**src/rtl/pcie_status_led_ctrl_pkg.sv**
```systemverilog
// pcie_status_pkg
//   Shared types and constants for the PCIe status LED controller.
//   - state_e   : controller FSM states and their fixed 2-bit encodings
//   - LED_*     : bit positions of the three board LEDs on EXT_LEDS
//   - led_pattern: maps an FSM state plus the two heartbeat counter taps
//                  onto the 3-bit LED vector
package pcie_status_pkg;

  typedef enum logic [1:0] {
    WAIT_LOCK = 2'd0,
    WAIT_RST  = 2'd1,
    RUN       = 2'd2,
    FAULT     = 2'd3
  } state_e;

  localparam int LED_LOCK = 0;
  localparam int LED_RST  = 1;
  localparam int LED_HB   = 2;

  // The lock LED shows the fast blink tap while faulted so a lost lock is
  // visible on the board. The heartbeat LED follows the slow tap in every
  // state, which shows the clock is still running.
  function automatic logic [2:0] led_pattern(state_e st, logic fast_tap, logic slow_tap);
    logic [2:0] leds;
    leds           = 3'b000;
    leds[LED_HB]   = slow_tap;
    leds[LED_RST]  = (st == RUN);
    case (st)
      WAIT_LOCK: leds[LED_LOCK] = 1'b0;
      WAIT_RST,
      RUN:       leds[LED_LOCK] = 1'b1;
      FAULT:     leds[LED_LOCK] = fast_tap;
      default:   leds[LED_LOCK] = 1'b0;
    endcase
    return leds;
  endfunction

endpackage

```
**src/rtl/pcie_status_led_ctrl_if.sv**
```systemverilog
// pcie_status_if
//   Bundles the status nets consumed by the LED controller and the
//   indications it produces.
//   Inputs to the controller:
//     pcie_mmcm_locked, interconnect_aresetn, peripheral_aresetn (async)
//     clear_fault (single-cycle synchronous pulse)
//   Outputs from the controller:
//     EXT_LEDS[2:0], state_o[1:0], fault, lock_loss_cnt[LOSS_W-1:0]
//   Modports: master drives the status nets (board / bench side),
//             slave is the controller.
interface pcie_status_if #(
  parameter int LOSS_W = 4
);
  logic              pcie_mmcm_locked;
  logic              interconnect_aresetn;
  logic              peripheral_aresetn;
  logic              clear_fault;
  logic [2:0]        EXT_LEDS;
  logic [1:0]        state_o;
  logic              fault;
  logic [LOSS_W-1:0] lock_loss_cnt;

  modport master (
    output pcie_mmcm_locked, interconnect_aresetn, peripheral_aresetn, clear_fault,
    input  EXT_LEDS, state_o, fault, lock_loss_cnt
  );

  modport slave (
    input  pcie_mmcm_locked, interconnect_aresetn, peripheral_aresetn, clear_fault,
    output EXT_LEDS, state_o, fault, lock_loss_cnt
  );
endinterface

```
**src/rtl/pcie_status_led_ctrl_sync_2ff.sv**
```systemverilog
// sync_2ff
//   Two-flop resynchroniser for a single asynchronous level.
//   Ports: clk_i (destination clock), rst_i (sync active-high, clears both
//          flops), d_i (async input), q_o (synchronised output)
module sync_2ff (
  input  logic clk_i,
  input  logic rst_i,
  input  logic d_i,
  output logic q_o
);

  logic meta_q;
  logic sync_q;

  // Both stages clear to 0 so that a freshly reset design reads every
  // status net as "unlocked / still in reset".
  always_ff @(posedge clk_i) begin
    if (rst_i) begin
      meta_q <= 1'b0;
      sync_q <= 1'b0;
    end else begin
      meta_q <= d_i;
      sync_q <= meta_q;
    end
  end

  assign q_o = sync_q;

endmodule

```
**src/rtl/pcie_status_led_ctrl.sv**
```systemverilog
// pcie_status_led_ctrl
//   Watches the PCIe/PS status nets (MMCM lock plus the interconnect and
//   peripheral resets) and drives the three board LEDs: lock, resets
//   released and heartbeat. A lock loss while running latches a sticky
//   FAULT that software acknowledges with clear_fault, and each such loss
//   bumps a saturating counter.
//   Ports:
//     pcie_clk_125MHz : the only clock
//     sys_rst         : synchronous active-high reset, overrides all else
//     bus             : pcie_status_if slave (status nets in, LEDs/state/
//                       fault/lock_loss_cnt out)
module pcie_status_led_ctrl
  import pcie_status_pkg::*;
#(
  parameter int CNT_W              = 28,
  parameter int FAST_BIT           = 23,
  parameter int LOCK_STABLE_CYCLES = 1024,
  parameter int LOSS_W             = 4
) (
  input  logic                pcie_clk_125MHz,
  input  logic                sys_rst,
  pcie_status_if.slave        bus
);

  localparam int                STAB_W   = $clog2(LOCK_STABLE_CYCLES + 1);
  localparam logic [STAB_W-1:0] STAB_MAX = STAB_W'(LOCK_STABLE_CYCLES);

  logic lk_s;
  logic icn_ok_s;
  logic per_ok_s;
  logic rst_ok_s;
  logic lock_stable;

  logic [STAB_W-1:0] stab_q;
  logic [CNT_W-1:0]  cnt_q;
  state_e            state_q, state_d;
  logic [LOSS_W-1:0] loss_q, loss_d;

  logic [2:0]        led_q;
  logic [1:0]        state_out_q;
  logic              fault_q;
  logic [LOSS_W-1:0] loss_out_q;

  sync_2ff u_sync_lock (
    .clk_i (pcie_clk_125MHz),
    .rst_i (sys_rst),
    .d_i   (bus.pcie_mmcm_locked),
    .q_o   (lk_s)
  );

  sync_2ff u_sync_icn (
    .clk_i (pcie_clk_125MHz),
    .rst_i (sys_rst),
    .d_i   (bus.interconnect_aresetn),
    .q_o   (icn_ok_s)
  );

  sync_2ff u_sync_per (
    .clk_i (pcie_clk_125MHz),
    .rst_i (sys_rst),
    .d_i   (bus.peripheral_aresetn),
    .q_o   (per_ok_s)
  );

  assign rst_ok_s    = icn_ok_s & per_ok_s;
  assign lock_stable = (stab_q == STAB_MAX);

  // Lock is only trusted after an unbroken run of synced-high cycles; any
  // low cycle restarts the run. The count parks at its maximum.
  always_ff @(posedge pcie_clk_125MHz) begin
    if (sys_rst) begin
      stab_q <= '0;
    end else if (!lk_s) begin
      stab_q <= '0;
    end else if (stab_q != STAB_MAX) begin
      stab_q <= stab_q + 1'b1;
    end
  end

  // Free-running heartbeat; it wraps naturally and keeps going in FAULT.
  always_ff @(posedge pcie_clk_125MHz) begin
    if (sys_rst) begin
      cnt_q <= '0;
    end else begin
      cnt_q <= cnt_q + 1'b1;
    end
  end

  // FSM state and the lock-loss counter update on the same edge so the
  // counter tracks RUN->FAULT transitions exactly once each.
  always_ff @(posedge pcie_clk_125MHz) begin
    if (sys_rst) begin
      state_q <= WAIT_LOCK;
      loss_q  <= '0;
    end else begin
      state_q <= state_d;
      loss_q  <= loss_d;
    end
  end

  // Next-state logic. Losing lock in RUN beats a reset drop so a combined
  // event is reported as a fault. Losing lock before RUN is part of normal
  // bring-up and is not a fault.
  always_comb begin
    state_d = state_q;
    loss_d  = loss_q;
    case (state_q)
      WAIT_LOCK: begin
        if (lock_stable) state_d = WAIT_RST;
      end
      WAIT_RST: begin
        if (!lk_s)                        state_d = WAIT_LOCK;
        else if (lock_stable && rst_ok_s) state_d = RUN;
      end
      RUN: begin
        if (!lk_s) begin
          state_d = FAULT;
          if (loss_q != {LOSS_W{1'b1}}) loss_d = loss_q + 1'b1;
        end else if (!rst_ok_s) begin
          state_d = WAIT_RST;
        end
      end
      FAULT: begin
        if (bus.clear_fault && lock_stable) state_d = WAIT_LOCK;
      end
      default: state_d = WAIT_LOCK;
    endcase
  end

  // Every external indication is registered off the current state, so it
  // trails the state register by one cycle.
  always_ff @(posedge pcie_clk_125MHz) begin
    if (sys_rst) begin
      led_q       <= 3'b000;
      state_out_q <= 2'd0;
      fault_q     <= 1'b0;
      loss_out_q  <= '0;
    end else begin
      led_q       <= led_pattern(state_q, cnt_q[FAST_BIT], cnt_q[CNT_W-1]);
      state_out_q <= state_q;
      fault_q     <= (state_q == FAULT);
      loss_out_q  <= loss_q;
    end
  end

  assign bus.EXT_LEDS      = led_q;
  assign bus.state_o       = state_out_q;
  assign bus.fault         = fault_q;
  assign bus.lock_loss_cnt = loss_out_q;

endmodule

```
**src/flat_wrapper.sv**
```systemverilog
// flat-port wrapper written by rule: the top's interface ports become plain ports
module pcie_status_led_ctrl_flat import pcie_status_pkg::*;
#(
  parameter int CNT_W              = 28,
  parameter int FAST_BIT           = 23,
  parameter int LOCK_STABLE_CYCLES = 1024,
  parameter int LOSS_W             = 4
)
  (pcie_clk_125MHz, sys_rst, bus_pcie_mmcm_locked, bus_interconnect_aresetn, bus_peripheral_aresetn, bus_clear_fault, bus_EXT_LEDS, bus_state_o, bus_fault, bus_lock_loss_cnt);
  pcie_status_if #(.LOSS_W(LOSS_W)) bus_i ();
  input  logic pcie_clk_125MHz;
  input  logic sys_rst;
  input wire logic [$bits(bus_i.pcie_mmcm_locked)-1:0] bus_pcie_mmcm_locked;
  input wire logic [$bits(bus_i.interconnect_aresetn)-1:0] bus_interconnect_aresetn;
  input wire logic [$bits(bus_i.peripheral_aresetn)-1:0] bus_peripheral_aresetn;
  input wire logic [$bits(bus_i.clear_fault)-1:0] bus_clear_fault;
  output wire logic [$bits(bus_i.EXT_LEDS)-1:0] bus_EXT_LEDS;
  output wire logic [$bits(bus_i.state_o)-1:0] bus_state_o;
  output wire logic [$bits(bus_i.fault)-1:0] bus_fault;
  output wire logic [$bits(bus_i.lock_loss_cnt)-1:0] bus_lock_loss_cnt;
  assign bus_i.pcie_mmcm_locked = bus_pcie_mmcm_locked;
  assign bus_i.interconnect_aresetn = bus_interconnect_aresetn;
  assign bus_i.peripheral_aresetn = bus_peripheral_aresetn;
  assign bus_i.clear_fault = bus_clear_fault;
  assign bus_EXT_LEDS = bus_i.EXT_LEDS;
  assign bus_state_o = bus_i.state_o;
  assign bus_fault = bus_i.fault;
  assign bus_lock_loss_cnt = bus_i.lock_loss_cnt;
  pcie_status_led_ctrl #(.CNT_W(CNT_W), .FAST_BIT(FAST_BIT), .LOCK_STABLE_CYCLES(LOCK_STABLE_CYCLES), .LOSS_W(LOSS_W)) u_core (.pcie_clk_125MHz(pcie_clk_125MHz), .sys_rst(sys_rst), .bus(bus_i));
endmodule
```
**config.mk**
```make
export PLATFORM = sky130hd
export DESIGN_NAME = pcie_status_led_ctrl_flat
export DESIGN_NICKNAME = d
export VERILOG_FILES = /design/src/rtl/pcie_status_led_ctrl_pkg.sv /design/src/rtl/pcie_status_led_ctrl_if.sv /design/src/rtl/pcie_status_led_ctrl_sync_2ff.sv /design/src/rtl/pcie_status_led_ctrl.sv /design/src/flat_wrapper.sv
export SDC_FILE = /design/constraint.sdc
export NUM_CORES = 1
export LEC_CHECK = 0
export CORE_MARGIN = 3
export CORE_UTILIZATION = 40
export DETAILED_ROUTE_END_ITERATION = 10
export PLACE_DENSITY_LB_ADDON = 0.08
export SYNTH_ARGS = -nofsm -noshare
export SYNTH_HDL_FRONTEND = slang
export SYNTH_SLANG_ARGS = --single-unit
```
**constraint.sdc**
```tcl
create_clock -name pcie_clk_125MHz -period 4.75 [get_ports pcie_clk_125MHz]
set_input_delay 0.475 -clock pcie_clk_125MHz [delete_from_list [all_inputs] [get_ports pcie_clk_125MHz]]
set_output_delay 0.475 -clock pcie_clk_125MHz [all_outputs]
set_load 0.05 [all_outputs]
```
**Word level (Yosys, flattened, before mapping)**

Cells that the tools add are included.

- Bits in registers: 61
- Latch bits: 0
- Bits in writable memories: 0
- ROM bits: 0
- Bits of input ports: 6
- Output and inout bits: 10
- Word-level logic and storage cells: 44
- Memories: 0

- Add/sub/neg operators: 3
- $mul: 0
- Div/mod/pow operators: 0
- $lt $le $gt $ge: 0
- Equal/unequal tests: 10
- Shift operators: 0
- Mux-type cells: 8
- Bitwise operators: 2
- Reduce and logical (&&, ||, !) cells: 7

Operator list:

| cell | number |
|---|---|
| $add 28x1->28 const B | 1 |
| $mux 2 | 6 |
| $add 11x1->11 const B | 1 |
| $eq 11x11->1 const B | 1 |
| $ne 11x11->1 const B | 1 |
| $pmux 2 s4 | 1 |
| $add 4x1->4 const B | 1 |
| $eq 2x2->1 const B | 2 |
| $ne 2x1->1 const B | 2 |
| $ne 4x4->1 const B | 1 |
| $reduce_and 4->1 | 1 |
| $reduce_or 2->1 | 2 |
| $ne 3x2->1 const B | 1 |
| $ne 3x3->1 const B | 1 |
| $pmux 1 s3 | 1 |
| $reduce_and 3->1 | 1 |
| $eq 2x1->1 const B | 1 |
| $logic_and 1x1->1 | 2 |
| $logic_not 2->1 | 1 |
| $and 1x1->1 | 1 |
| $not 1->1 | 1 |

**Depth between registers and ports, before layout**

Gate-level depths: netlist of the first run.

- Word-level depth: 5
- Mapped depth: 7
- Mapped depth without buffers: 6

**Cells and area by module**

From an unflattened synthesis of the first run, not the netlist that was laid out.

- Cell total of the unflattened synthesis: 265
- Area total of the unflattened synthesis: 2464.9 µm²

Modules (own cells, without submodules):

| module | times used | cells an instance | area each (µm²) | seq. area each (µm²) |
|---|---|---|---|---|
| pcie_status_led_ctrl | 1 | 253 | 2307.2 | 1101.1 |
| sync_2ff | 3 | 4 | 52.6 | 40.0 |

**Worst setup path before layout of the first run**

No wires, ideal clock.

- Path kind: register to register
- Start: register u_core.stab_q[2]
- End: register u_core.state_q[0]
- Library setup time: 0.123 ns
- Arrival time: 1.610 ns
- Data required time: 4.627 ns
- Path slack: 3.017 ns
- Cell stages (with the launch flop): 7
- Path buffers: 1
- Period minus slack after synthesis: 1.733 ns
- Path through: dfxtp_1 nor4_1 and4_1 buf_6 o21ai_2 a221o_1 mux2_1

- Longest elaborated chain between the ends: 4
- Elaborated cells on any way between the ends: 7
- Classes of those cells: eq/ne (4); reduce/logical (3)

Ends and longest elaborated chain:

| what | RTL line | text |
|---|---|---|
| start: declaration | pcie_status_led_ctrl.sv:34 | `logic [STAB_W-1:0] stab_q;` |
| start signal: assignment | pcie_status_led_ctrl.sv:76 | `stab_q <= stab_q + 1'b1;` |
| $eq 11x11->1 (*) | pcie_status_led_ctrl.sv:66 | `assign lock_stable = (stab_q == STAB_MAX);` |
| $logic_and 1x1->1, on equally long branches | pcie_status_led_ctrl.sv:113, pcie_status_led_ctrl.sv:124 |  |
| $ne 3x2->1 (no line) / $ne 2x1->1 (equally long branches) | n/a |  |
| $reduce_and 4->1 (no line) (*) | n/a |  |
| end signal: assignment | pcie_status_led_ctrl.sv:96 | `state_q <= state_d;` |
| end: declaration | pcie_status_led_ctrl.sv:36 | `state_e state_q, state_d;` |

Mark *: on every way between the ends. The rest lies on a longest branch, timed or not.
A chain may end at the register's enable or synchronous reset.

**Worst setup path after layout of the first run**

- Start: register u_core.stab_q[6]
- End: register u_core.state_q[1]

The elaborated chain is that of the path after synthesis.

==> results.md, run 1 <==
- Vias in the first global route: around 1700
- Post-CTS Setup Bufs: 0
- Post-synthesis xor/xnor area fraction: 11.5%
- Area growth, synth to finish: 16.6%
- Register area share after synthesis: around half
- Final #Nets: ~300
- Fin. Hold Viols: 0
- Critical path data arrival time: between 2 and 2.5 ns
- Status: completed
- Initial DRC count: 77
- TNS Setup: 0 ns
- H-tree Lvls: 3
- Area leader, netlist: dfxtp_1
- Worst VDD drop: 0.206 mV
- Relative slew slack: between 30% and 40%
- Minimum clock period: 1.94 ns
- Clock sinks: between 60 and 70
- RSZ-0062 raised after global routing: false
- Syn avg cell area: 9.37 µm²
- Vias: around 1700
- Combinational share of power: between 4 and 5%
- Commonest non-fill, non-tap cells in the layout: 61 x dfxtp_1, 44 x nor2_1, 25 x xor2_1
- Most common cell after layout, fill and taps aside: dfxtp_1
- GRT overflow: 0
- Synth area leaders: dfxtp_1 49%, xor2_1 8.8%, nor2_1 6.6%
- Reg clk slew, reported paths: 0.06 ns
- Setup-failing EPs final: 0
- Input/output buffers: 15
- CTS tree: done
- Number of synthesized register bits: ~60
- Initial antenna violation count: 0
- Drt via density: ~4.7
- Die Ht: approximately 85 µm
- CTS Buffer Depth: 2
- Yosys cell types: 36
- Fill cells: 570
- Placed Instance Area: ~0.0027 mm²
- Largest family of logic cells by synthesized area: simple AND/OR/NAND/NOR gates
- Slowest cell on the critical path: and4_1
- Final instance area: slightly below 0.003 mm²
- Overall routing resource usage: 12.9%
- Pin count of the biggest net entering global routing: 52
- Die area: approximately 0.0072 mm²
- Min-delay worst type: reg2reg
- Max stage delay on crit path: ~0.42 ns
- Fraction of layout cells with a size suffix above 1: ~7.3%
- Synthesized area: between 0.002 and 0.003 mm²
- Clk_lat worst skew: around 0.33 ns
- Routability cong.: approximately 0.74
- Cell area power density: 370 mW/mm²
- Core Footprint: 0.00599 mm²
- Sw Pwr: roughly 220 µW
- Root Driver: clkbuf_8
- Critical Path Start Type: register
- Crit-path cells: nor4_1 > and4_1 > o21ai_2 > a221o_1 > mux2_1
- Synth Instances: 267
- Leakage: about 0.0011 µW
- First-pass GRT wire length: approximately 7300 µm
- Pre-Repair DR Iteration Count: 4
- Reg power frac: about half
- Fin crit share: ~41%
- Clock Power Share: between 40% and 50%
- Antenna cells: 0
- Least-Margin Pin Slew: 0.914 ns
- DRC: 0
- FF/Latch Area: 0.00122 mm²
- Hold_ws: between 0.4 and 0.5 ns
- Post-Syn Nets: ~280
- Fraction of synthesized area in multiplexers: approximately 2.6%
- Sw Share: between 20 and 25%
- Pins Over Slew Limit: 0
- Setup Skew: 0.00731 ns
- Hold Buf Count CTS: 0
- Site Rows: 28
- Wirelength per Cell: around 11 µm
- Post-synthesis simple-gate area fraction: around a quarter
- Fraction of the mapped netlist area in compound gates: 2.95%
- Internal power: around 860 µW
- Antenna-violating nets left: 0
- Final HPWL DP: 2610 µm
- Multi-input gate area: between 0.001 and 0.0015 mm²
- Post-CTS Resized: 0
- Die outline width: about 85 µm
- # Max-Cap Violations: 0
- Share of the synthesized area in the top cell type: 48.8%
- Critical path class: reg2reg
- Initial core utilization: about two fifths
- F_max: slightly above 500 MHz
- Num CTS Buffers: 9
- Ys Warns: 0
- Routed WL: 4130 µm
- Req. time, crit path: ~5.0 ns
- Final core utilization: 48.7%
- CP Max Fanout: 7
- Setup crit end kind: register
- Post-synthesis adder-cell area fraction: around 4.5%
- IO Pins: 16
-- power groups by stage --
stage               registers, µW  logic (µW)  clock network (µW)
finish                        524        44.7                 512
global route                  525        50.8                 552
CTS                           524        45.4                 536
detailed placement            535        45.2                   0
global placement              535        45.1                   0
floorplan                     538        30.8                   0
-- final timing paths --
kind | from | to | slack (ns) | cells past startpoint
worst max-delay path | u_core.stab_q[6] | u_core.state_q[1] | 2.81 | 5
worst min-delay path | u_core.u_sync_lock.meta_q | u_core.u_sync_lock.q_o | 0.43 | 1
worst max register to register | u_core.stab_q[6] | u_core.state_q[1] | 2.81 | 5
worst min register to register | u_core.u_sync_lock.meta_q | u_core.u_sync_lock.q_o | 0.43 | 1
-- cell usage after synthesis --
cell type	instances
nand4b_1	1
mux2i_1	2
xor2_1	25
nand3_2	1
and4_1	6
o21ai_2	1
nand2b_1	1
o21ai_1	3
buf_4	1
inv_1	6
nand2_1	14
nor3_2	1
a21oi_1	7
o21ai_0	1
and4b_1	1
buf_6	1
or2_1	1
ha_1	9
mux2i_4	1
buf_1	2
nor3_1	4
and3_1	8
nor4_1	2
nor2_1	44
clkbuf_1	5
inv_2	1
a221o_1	1
xnor2_1	8
mux2_1	2
nor2b_1	16
buf_2	1
nand3_1	18
nand4_1	7
or4_1	1
dfxtp_1	61
or3_1	3
-- logic make-up (layout without fill, tap and decap cells) --
logic type,after synthesis,in the layout
multiplexers,5,5
buffers and inverters,17,38
adder cells (fa/ha/maj),9,9
flip-flops,61,61
XOR/XNOR,33,33
AO/OA/AOI/OAI,13,13
AND/OR/NAND/NOR,129,129
-- layout make-up --
| cell class | instances | share of cell area [%] |
|---|---|---|
| clock buffers | 12 | 5.32 |
| clock inverters | 4 | 2.40 |
| inverters | 7 | 0.901 |
| multi-input cells | 189 | 41.3 |
| flip-flops and latches | 61 | 41.9 |
| well taps | 75 | 3.22 |
| repair buffers | 15 | 4.98 |
-- critical path, delay by kind of cell, from the launching register on --
| family | cells | cell delay [ns] |
|---|---|---|
| flops | 1 | 0.34 |
| simple gates | 2 | 0.70 |
| compound gates | 2 | 0.44 |
| mux | 1 | 0.32 |
-- metrics by stage --
step | power (µW) | setup WS [ns] | instances
finish | 1080 | 2.81 | 363
CTS | 1110 | 2.78 | 363
floorplan | 569 | 3.02 | 267
global placement | 581 | 2.78 | 347
detailed placement | 581 | 2.80 | 347
global route | 1130 | 2.68 | 363
-- state kept, by name, summed over array words and instances (netlist names), 2 cells and up --
name	cells
u_core.stab_q	11
u_core.bus.EXT_LEDS	3
u_core.bus.lock_loss_cnt	4
u_core.state_q	2
u_core.cnt_q	28
u_core.bus.state_o	2
u_core.loss_q	4
-- routing by layer --
metal / part of all wire [%] / track usage, % / vias up
met5: 0 / 0 / -
met4: 3.0 / 8.20 / 0
met3: 3.7 / 5.15 / 10
met2: 43 / 19.1 / 18
met1: 50 / 15.4 / 767
li1: - / - / 919
Power figures use the tool's default switching activity.
==> inputs of run 2 (changes only) <==
==> constraint.sdc (replaced) <==
create_clock -name pcie_clk_125MHz -period 1.9 [get_ports pcie_clk_125MHz]
set_input_delay 0.19 -clock pcie_clk_125MHz [delete_from_list [all_inputs] [get_ports pcie_clk_125MHz]]
set_output_delay 0.19 -clock pcie_clk_125MHz [all_outputs]
set_load 0.05 [all_outputs]
==> run 2 against run 1 <==
  * Global-route usage is 0.25 points lower
  * Critical path depth did not move
  * Routed wire length is essentially flat
  * Clock power up 89%
  * Design area increased by 0.26%
  * Highest routed layer unchanged
==> results.md, run 2 (synthesized netlist as in run 1, its figures left out) <==
- Top Layer Used: met4
- Status: completed
- Root Driver: clkbuf_8
- Setup Skew: between 0.003 and 0.004 ns
- H-tree Lvls: 3
- Initial DRC count: 45
- CTS tree: done
- Routed wl met2: between 1500 and 2000 µm
- # Max-Cap Violations: 0
- Routed WL: 4130 µm
- Drt via density: 4.80
- Initial antenna violation count: 0
- Num CTS Buffers: 9
- Fraction of layout cells with a size suffix above 1: 9.86%
- RSZ-0062 raised after global routing: false
- Clock sinks: a little over 60
- Fill cells: 581
- Least-Margin Pin Slew: between 0.4 and 0.5 ns
- Vias: 1772
- Critical Path Start Type: register
- Min-delay worst type: in2reg
- Hold Buf Count CTS: 0
- Die area: between 0.007 and 0.008 mm²
- Critical path data arrival time: 1.99 ns
- Initial core utilization: around two fifths
- First-pass GRT wire length: ~7000 µm
- Antenna cells: 0
- Setup-failing EPs final: 0
- Req. time, crit path: ~2.1 ns
- Placed Instance Area: 0.00275 mm²
- DRC: 0
- Commonest non-fill, non-tap cells in the layout: 61 x dfxtp_1, 44 x nor2_1, 25 x xor2_1
- Site Rows: 28
- Overall routing resource usage: between 10 and 15%
- GRT overflow: 0
- Wirelength per Cell: ~11 µm
- Finished Layout Cells: 369
- Routability cong.: 0.722
- Fin. Hold Viols: 0
- Combinational share of power: between 4 and 5%
- Minimum clock period: between 1.5 and 2 ns
- Post-CTS Resized: 0
- Antenna-violating nets left: 0
- Cell area power density: around 820 mW/mm²
- Core Footprint: 0.00599 mm²
- Input/output buffers: 15
- Area growth, synth to finish: 16.8%
- Reg power frac: a little over half
- Final instance area: approximately 0.0029 mm²
- Cell total after placement: about 360
- Reg clk slew, reported paths: approximately 0.060 ns
- Pre-CTS setup slack: 0.0761 ns
- Setup crit end kind: register
- Critical path class: reg2reg
- Die outline width: around 85 µm
- Max reg flops: 28
- Biggest register: u_core.cnt_q
- TNS Setup: 0 ns
- Post-CTS Setup Bufs: 0
- Relative slew slack: 66.6%
- Sw Pwr: between 500 and 600 µW
- Most common cell after layout, fill and taps aside: dfxtp_1
- Clock Power Share: around two fifths
- Die Ht: 85.1 µm
- Pin count of the biggest net entering global routing: 23
- CTS Buffer Depth: 2
- IO Pins: 16
- Clk_lat worst skew: about 0.33 ns
- Leakage: 0.00110 µW
- Final #Nets: slightly above 300
- Sw Share: 21.7%
- Final core utilization: around half
- Worst VDD drop: 0.524 mV
- Pre-Repair DR Iteration Count: 4
- Met3 wire len: about 160 µm
- Routed met1 length: between 2000 and 2500 µm
- CP Max Fanout: 5
- Final HPWL DP: ~2800 µm
- Vias in the first global route: about 1600
- Internal power: about 1900 µW
- F_max: around 560 MHz
- Biggest regs: u_core.cnt_q: 28 flops, u_core.stab_q: 11 flops
- Final worst setup slack: roughly 0.12 ns
- Fin crit share: between 90% and 100%
- Pins Over Slew Limit: 0
==> run 2: cell count changes in the layout (fill, tap and decap cells not counted), sizes merged <==
cell    delta
buf        +8
bufinv     -2
==> run 2: worst max-delay path, cell delays in order (launching register included) <==
cell	delay [ns]
dfxtp_1	0.35
nor4_2	0.27
and4_2	0.30
o21ai_2	0.06
a221o_1	0.37
mux2_1	0.31
==> run 2: metrics by stage <==
step | hold slack [ns] | power [µW]
6_report | 0.182 | 2400
5_1_grt | 0.174 | 2520
4_1_cts | 0.162 | 2450
3_5_place_dp | 0.422 | 1460
3_3_place_gp | 0.418 | 1460
2_1_floorplan | 0.272 | 1420
==> run 2: worst paths after layout <==
check / from / to / slack, ns / depth (start not counted)
max: u_core.stab_q[6] / u_core.state_q[0] / 0.12 / 5
min: sys_rst / u_core.u_sync_icn.meta_q / 0.18 / 2
min reg2reg: u_core.u_sync_lock.meta_q / u_core.u_sync_lock.q_o / 0.43 / 1
max reg2reg: u_core.stab_q[6] / u_core.state_q[0] / 0.12 / 5
==> run 2: layout make-up <==
type                            instances  area [µm²]  share of cell area, %
Clock buffer                           12         155                   5.31
Multi-Input combinational cell        189        1210                   41.5
Inverter                                7        26.3                  0.899
Clock inverter                          2        10.0                  0.342
Sequential cell                        61        1220                   41.8
Timing Repair Buffer                   23         205                   7.02
Tap cell                               75        93.8                   3.21
==> run 2: metal layers <==
| metal | track usage [%] | vias to the layer above |
|---|---|---|
| met5 | 0 | - |
| met4 | 5.61 | 0 |
| met3 | 5.92 | 7 |
| met2 | 19.8 | 19 |
| met1 | 14.7 | 807 |
| li1 | - | 939 |
==> run 2: power by group through the flow <==
stage	sequential [µW]	combinational [µW]	clock, µW
global placement	1340	119	0
detailed placement	1340	117	0
finish	1310	115	970
global route	1310	132	1070
floorplan	1340	77.0	0
CTS	1310	118	1030
